### config.mk
export PLATFORM = sky130hd
export DESIGN_NAME = rr_multi_gnt_arb
export DESIGN_NICKNAME = d
export VERILOG_FILES = /design/src/rtl/rr_multi_gnt_arb.sv
export SDC_FILE = /design/constraint.sdc
export NUM_CORES = 1
export LEC_CHECK = 0
export BUFFER_PORTS_ARGS = -buffer_cell sky130_fd_sc_hd__buf_2
export CAP_MARGIN = 10
export CORE_UTILIZATION = 43
export CTS_CLUSTER_DIAMETER = 40
export CTS_CLUSTER_SIZE = 28
export DETAILED_ROUTE_END_ITERATION = 16
export GPL_TIMING_DRIVEN = 0
export SYNTH_ARGS = -nofsm -noshare
export SYNTH_HDL_FRONTEND = slang
export SYNTH_SLANG_ARGS = --single-unit
export TNS_END_PERCENT = 5
### constraint.sdc
create_clock -name clock -period 7.61 [get_ports clock]
set_input_delay 0 -clock clock [delete_from_list [all_inputs] [get_ports clock]]
set_output_delay 0 -clock clock [all_outputs]
set_load 0.01 [all_outputs]
### src/rtl/rr_multi_gnt_arb.sv
// rr_multi_gnt_arb
//   Registered multi-grant arbiter. Each unstalled cycle it picks up to REQS
//   requesters out of WIDTH request lines. The search runs either from index 0
//   (fixed priority) or from a rotating pointer (round-robin). It registers one
//   one-hot grant slot per pick.
//
// Ports
//   clock    : sole clock, rising edge
//   reset_n  : asynchronous active-low reset
//   req      : request lines, sampled on the rising edge
//   rr_en    : 1 = round-robin from ptr, 0 = fixed lowest-index-first
//   stall    : 1 = hold every register, ignore req
//   gnt_bus  : slot j at [(j+1)*WIDTH-1 -: WIDTH], one-hot or zero
//   gnt      : OR of all slots
//   gnt_cnt  : number of non-zero slots
//   empty    : 1 when no grant was issued
//   ptr      : current round-robin priority pointer
module rr_multi_gnt_arb #(
    parameter int WIDTH = 8,
    parameter int REQS  = 2,
    parameter int PTR_W = $clog2(WIDTH),
    parameter int CNT_W = $clog2(REQS + 1)
) (
    input  logic                    clock,
    input  logic                    reset_n,
    input  logic [WIDTH-1:0]        req,
    input  logic                    rr_en,
    input  logic                    stall,
    output logic [WIDTH*REQS-1:0]   gnt_bus,
    output logic [WIDTH-1:0]        gnt,
    output logic [CNT_W-1:0]        gnt_cnt,
    output logic                    empty,
    output logic [PTR_W-1:0]        ptr
);

    logic [REQS-1:0][WIDTH-1:0] gnt_bus_q, gnt_bus_d;
    logic [WIDTH-1:0]           gnt_q, gnt_d;
    logic [CNT_W-1:0]           gnt_cnt_q, gnt_cnt_d;
    logic                       empty_q, empty_d;
    logic [PTR_W-1:0]           ptr_q, ptr_d;

    // Selection scratch
    logic [REQS-1:0][WIDTH-1:0] slot;
    logic [CNT_W-1:0]           cnt;
    logic [PTR_W-1:0]           start;
    logic [PTR_W-1:0]           idx;
    logic [PTR_W-1:0]           last;
    logic [PTR_W:0]             sum;
    logic [WIDTH-1:0]           gnt_or;

    // Walk the request vector in search order. Each hit fills the next free
    // slot, so slot 0 is always the highest-priority grant. The index wraps by
    // explicit subtraction, which keeps a non-power-of-2 WIDTH in range.
    always_comb begin
        slot  = '0;
        cnt   = '0;
        last  = '0;
        sum   = '0;
        idx   = '0;
        start = rr_en ? ptr_q : '0;
        for (int k = 0; k < WIDTH; k++) begin
            sum = {1'b0, start} + (PTR_W+1)'(k);
            if (sum >= (PTR_W+1)'(WIDTH))
                sum = sum - (PTR_W+1)'(WIDTH);
            idx = sum[PTR_W-1:0];
            if (req[idx] && (cnt < CNT_W'(REQS))) begin
                for (int j = 0; j < REQS; j++)
                    if (cnt == CNT_W'(j))
                        slot[j][idx] = 1'b1;
                last = idx;
                cnt  = cnt + CNT_W'(1);
            end
        end
        gnt_or = '0;
        for (int j = 0; j < REQS; j++)
            gnt_or = gnt_or | slot[j];
    end

    always_comb begin
        gnt_bus_d = gnt_bus_q;
        gnt_d     = gnt_q;
        gnt_cnt_d = gnt_cnt_q;
        empty_d   = empty_q;
        ptr_d     = ptr_q;
        if (!stall) begin
            gnt_bus_d = slot;
            gnt_d     = gnt_or;
            gnt_cnt_d = cnt;
            empty_d   = (cnt == '0);
            if (!rr_en)
                ptr_d = '0;
            else if (cnt != '0)
                // Resume one past the last requester served this cycle.
                ptr_d = (last == PTR_W'(WIDTH - 1)) ? '0 : last + PTR_W'(1);
        end
    end

    always_ff @(posedge clock or negedge reset_n) begin
        if (!reset_n) begin
            gnt_bus_q <= '0;
            gnt_q     <= '0;
            gnt_cnt_q <= '0;
            empty_q   <= 1'b1;
            ptr_q     <= '0;
        end else begin
            gnt_bus_q <= gnt_bus_d;
            gnt_q     <= gnt_d;
            gnt_cnt_q <= gnt_cnt_d;
            empty_q   <= empty_d;
            ptr_q     <= ptr_d;
        end
    end

    assign gnt_bus = gnt_bus_q;
    assign gnt     = gnt_q;
    assign gnt_cnt = gnt_cnt_q;
    assign empty   = empty_q;
    assign ptr     = ptr_q;

endmodule

## After elaboration in Yosys (flattened, before gate mapping)

Cells that the tools add are included.

- Flip-flop bits (word level): 30
- Latch bits: 0
- Memory bits (writable): 0
- ROM bits: 0
- Bits of input ports: 12
- Output and inout port bits: 30
- Logic and storage cells: 191
- Memories: 0

- $add $sub $neg: 23
- Multipliers: 0
- Divide/modulo/power cells: 0
- Order comparisons: 31
- Equality and inequality tests: 9
- Shift operators: 0
- Mux-type cells: 82
- Bitwise logic cells: 15
- Reduce and logical (&&, ||, !) cells: 25

Operator list:

| kind | number |
|---|---|
| 2-to-1 mux 8 bit | 15 |
| 2-to-1 mux 16 bit | 7 |
| bitwise OR 8 bit | 14 |
| 2-to-1 mux 3 bit | 20 |
| < comparator 3 x 4 -> 1 bit, second input constant | 8 |
| >= comparator 4 bit, second input constant | 7 |
| binary-select mux 1 bit (select 3 bit) | 8 |
| demux 1 bit (select 3 bit) | 8 |
| >= comparator 3 x 1 -> 1 bit, second input constant | 8 |
| subtractor 3 x 1 -> 3 bit, second input constant | 8 |
| 2-to-1 mux 1 bit | 17 |
| adder 3 x 3 -> 4 bit, second input constant | 4 |
| logical NOT 2 bit | 8 |
| logical AND 1 bit | 15 |
| adder 2 x 1 -> 2 bit, second input constant | 7 |
| == test 2 x 1 -> 1 bit, second input constant | 7 |
| < comparator 2 bit, second input constant | 7 |
| 2-to-1 mux 2 bit | 7 |
| adder 3 x 2 -> 4 bit, second input constant | 2 |
| adder 3 x 1 -> 4 bit, second input constant | 1 |
| >= comparator 3 x 4 -> 1 bit, second input constant | 1 |
| adder 3 x 1 -> 3 bit, second input constant | 1 |
| == test 3 bit, second input constant | 1 |
| inequality test 2 x 1 -> 1 bit, second input constant | 1 |
| other kinds (3) | 3 |

## Longest topological paths before layout

- Word-level depth: 31
- Gate-level depth with buffers: 36
- Gate-level depth less buffers: 32

## Least setup slack after synthesis

OpenSTA, ideal clock, no wires.

- Path type: register to register
- Start: register ptr_q[0], in the netlist ptr[0]
- End: register ptr_q[2], in the netlist ptr[2]
- Library setup time: 0.079 ns
- Arrival: 7.517 ns
- Required time: 7.531 ns
- Path slack: 0.014 ns
- Stages on the path, launching flop included: 36
- Buffers on the path: 4
- Period minus slack after synthesis: 7.596 ns
- Path through: dfrtp_1 > and2_4 > buf_6 > inv_2 > ha_1 > clkbuf_1 > inv_1 > mux4_2 > inv_2 > clkbuf_1 > ha_1 > a221oi_2 > o31ai_4 > a22oi_4 > inv_1 > ha_1 > a21oi_1 > nor2_1 > ha_1 > nor2_1 > nor3_1 > ha_1 > o21a_1 > ha_1 > nor2_1 > a22oi_1 > nor4b_2 > and2_1 > buf_2 > o21ai_0 > a22o_1 > a32oi_1 > ha_1 > xnor2_1 > nand2_1 > mux2i_1

- Longest elaborated chain between the ends: 31
- Elaborated cells on any way between the ends: 93
- Those cells by class: add/sub: 23; order compare: 15; eq/ne: 2; mux: 44; reduce/logical: 9

RTL lines:

| item | RTL line | source |
|---|---|---|
| start, declared | 40 | `logic [PTR_W-1:0] ptr_q, ptr_d;` |
| start signal, assigned | 110 | `ptr_q <= ptr_d;` |
| 2-to-1 mux 3 bit * | 60 | `start = rr_en ? ptr_q : '0;` |
| >= comparator 3 x 4 -> 1 bit / subtractor 3 x 1 -> 3 bit (equally long branches) | 63, 64 |  |
| 2-to-1 mux 3 bit | 63 | `if (sum >= (PTR_W+1)'(WIDTH))` |
| binary-select mux 1 bit (select 3 bit) | 66 | `if (req[idx] && (cnt < CNT_W'(REQS))) begin` |
| 2-to-1 mux 1 bit (implied by the code) | 66 |  |
| 2-to-1 mux 1 bit | 66 |  |
| < comparator 2 bit | 66 |  |
| logical AND 1 bit | 66 |  |
| (+15 left out) | n/a |  |
| 2-to-1 mux 2 bit | 66 |  |
| < comparator 2 bit | 66 |  |
| logical AND 1 bit | 66 |  |
| 2-to-1 mux 3 bit | 66 |  |
| adder 3 x 1 -> 3 bit / == test 3 bit (equally long branches) | 94 | `ptr_d = (last == PTR_W'(WIDTH - 1)) ? '0 : last + PTR_W'(1);` |
| 2-to-1 mux 3 bit | 94 |  |
| 2-to-1 mux 3 bit | 92 | `else if (cnt != '0)` |
| 2-to-1 mux 3 bit | 90 | `if (!rr_en)` |

Every way passes the cells marked *; elsewhere a longest branch is shown, timed or not. The select of a mux whose other input is x is not followed.
A chain may end at the register's enable or synchronous reset.

## Final worst setup path

Same ends and word-level chain as after synthesis.

==> flow_summary.json <==
{
  "outcome": "finished clean",
  "grt_use_total": 0.2979,
  "n_antenna_cell": 0,
  "cts_max_level": 2,
  "ys_top_cells_by_count": "nand2_1, nor2_1, a21oi_1, dfrtp_1, inv_1",
  "fill_cells": 780,
  "tightest_slew_ps": 1095,
  "fmax_mhz": 138.9,
  "root_buffer": "clkbuf_8",
  "ios": 42,
  "slew-limit-headroom": 0.2646,
  "final_area_mm2": 0.004054,
  "cts_buffer_depth": 2,
  "ys_types": 72,
  "dp_hpwl_um": 8981,
  "synth_warnings": 0,
  "dieArea_mm2": 0.008355,
  "chipHeight_um": 91.41,
  "max-cap-violations": 0,
  "num_vias": 3803,
  "layout.nets": 507,
  "synth.top_cell.area_share": 0.2111,
  "drc_errors": 0,
  "clk_pin_slew_ps": 70,
  "syn-num-nets": 452,
  "finalCritPeriodShare": 0.9459,
  "setup_viol": 0,
  "worstSetupPathType": "reg -> reg",
  "period_minus_slack_ps": 7198,
  "start_kind": "flip-flop",
  "ys_ff_latch": 30,
  "slew_viol_final": 0,
  "grt_pass1_vias": 3542,
  "synth_most_common_cell": "nand2_1",
  "yosysTopAreaCell": "dfrtp_1",
  "detail_route.first_pass.iterations": 8,
  "vias_per_cell": 6.501,
  "synthFlopType": "dfrtp_1",
  "row_count": 32,
  "cp_max_fo": 10,
  "wire_per_inst_um": 20.95,
  "path_buf_inv": 6,
  "clock-skew-final_ps": 2.560,
  "pre_cts_slack_ps": -1967,
  "cp.required_ps": 7810,
  "grt_first_pass_wirelength_um": 19280,
  "crit_top_cell": "ha_1",
  "clock_sinks": 30,
  "finalHoldViolations": 0,
  "syn_area_mm2": 0.003437,
  "synthTopCellsByArea": "dfrtp_1, nand2_1, ha_1",
  "worstPathArrival_ps": 7400,
  "syn_inst": 427,
  "overflow": 0,
  "routed_wl_um": 12250,
  "cts_made_buffers": 5,
  "yosysSeqAreaShare": 0.2188,
  "ant_nets": 0,
  "layout-drive-gt1-share": 0.2443,
  "critPathMaxStageDelay_ps": 440,
  "cts_tree": "done",
  "timing.hold.ws_ps": 158.7,
  "setup_tns_ps": 0,
  "grt_max_degree": 31,
  "gp_congestion": 0.9422,
  "critPathTopFamily": "compound AO/OA/AOI/OAI gates",
  "rsz0062_at_grt": "no",
  "clock_latency_ps": 290,
  "hold_path_class": "in -> reg",
  "area_delta_synth_final_pct": 17.95,
  "io_buffers": 40,
  "crit_path_top_delay_cell": "dfrtp_2",
  "placed_cell_area_mm2": 0.003765,
  "synth_edf_count": 0,
  "worst_slack_ps": 412.0,
  "synth-async-reset-ratio": 1.000,
  "end_kind": "flip-flop",
  "syn_avg_cell_area_um2": 8.049,
  "antenna_found_initial": 0,
  "core_area_mm2": 0.007727,
  "die_w_um": 91.41,
  "drt_iter0_drc": 507,
  "start_util": 0.4448
}
## cell families (layout without fill, tap and decap cells)
kind of cell / count (synthesis) / count (layout) / synth area share
adder cells (fa/ha/maj): 13 / 13 / 0.04733
multiplexers: 32 / 32 / 0.1194
AND/OR/NAND/NOR: 147 / 147 / 0.2133
XOR/XNOR: 10 / 10 / 0.03532
buffers and inverters: 52 / 108 / 0.06880
AO/OA/AOI/OAI: 143 / 143 / 0.2971
flip-flops: 30 / 30 / 0.2188
## final cells by class
type                            instances  area (µm²)  area share
Inverter                               30       112.6     0.02778
Buffer                                 20       127.6     0.03148
Tap cell                              102       127.6     0.03148
Clock inverter                          3       40.04    0.009877
Multi-Input combinational cell        345        2534      0.6250
Clock buffer                            5       68.82     0.01698
Sequential cell                        30       753.2      0.1858
Timing Repair Buffer                   50       290.3     0.07160
## flip-flops by register name, summed over array words and instances, names as in the netlist
register	count
gnt	8
gnt_cnt	2
gnt_bus	16
ptr	3
empty	1
## final timing paths
path | to | slack (ps) | start | cells past startpoint
setup / recovery | ptr[2] | 410 | ptr[0] | 33
setup reg to reg | ptr[2] | 410 | ptr[0] | 33
min in group asynchronous | gnt_bus[5] | 270 | reset_n | 2
max in group asynchronous | ptr[0] | 6890 | reset_n | 2
hold / removal | gnt_bus[14] | 160 | stall | 5
hold reg to reg | gnt_cnt[0] | 490 | gnt_cnt[0] | 2
## through the flow
stage,instances,util
2_1_floorplan,427,-
3_3_place_gp,569,0.4872
3_5_place_dp,569,0.4872
4_1_cts,583,0.5144
5_1_grt,585,0.5246
6_report,585,0.5246
## what timing repair did
item                                    in CTS  in global routing
hold buffers                                 1                  0
hold endpoints to repair                    29                  0
gates cloned                                 0                  0
gates resized for setup                     10                 18
setup buffers                                6                  3
endpoints found under the setup margin      30                 27
pin swaps                                    2                  0
## placed cells by master (no fill, tap or decap), drive strengths merged, types with 2 or more instances in the layout
cell type,instances
dfrtp,29
a22oi,5
mux2i,15
a32oi,2
a211o,3
and3b,4
clkinv,2
o211ai,3
o21bai,2
o21ai,21
o22ai,22
and3,2
a21boi,6
clkbuf,13
a211oi,3
o32ai,3
nand2,46
nor3,15
or3,4
xnor2,7
mux2,12
nor2,41
nand2b,7
a21oi,30
o31ai,3
o221ai,17
a31oi,9
and2,3
o21a,3
inv,30
ha,13
nand3,11
mux4,5
nand3b,2
nor2b,4
nor4,4
xor2,3
buf,60
## layer usage
| layer | up-vias | share of wire | track usage |
|---|---|---|---|
| met2 | 217 | 0.44 | 0.4518 |
| li1 | 1719 | - | - |
| met1 | 1832 | 0.44 | 0.4149 |
| met5 | - | 0 | 0 |
| met4 | 0 | 0.023 | 0.1005 |
| met3 | 35 | 0.10 | 0.06616 |
## worst reg2reg max path: cells and delay by family (launching register included)
kind | cells | cell delay (ps)
compound gates | 11 | 2220
flops | 1 | 440
mux | 2 | 530
fa+ha+maj | 6 | 1740
buf+inv | 6 | 1140
xor+xnor | 1 | 120
simple gates | 7 | 920
Power is not shown: default switching activity piles up to over one toggle a cycle in this logic, so the estimate is an artifact.
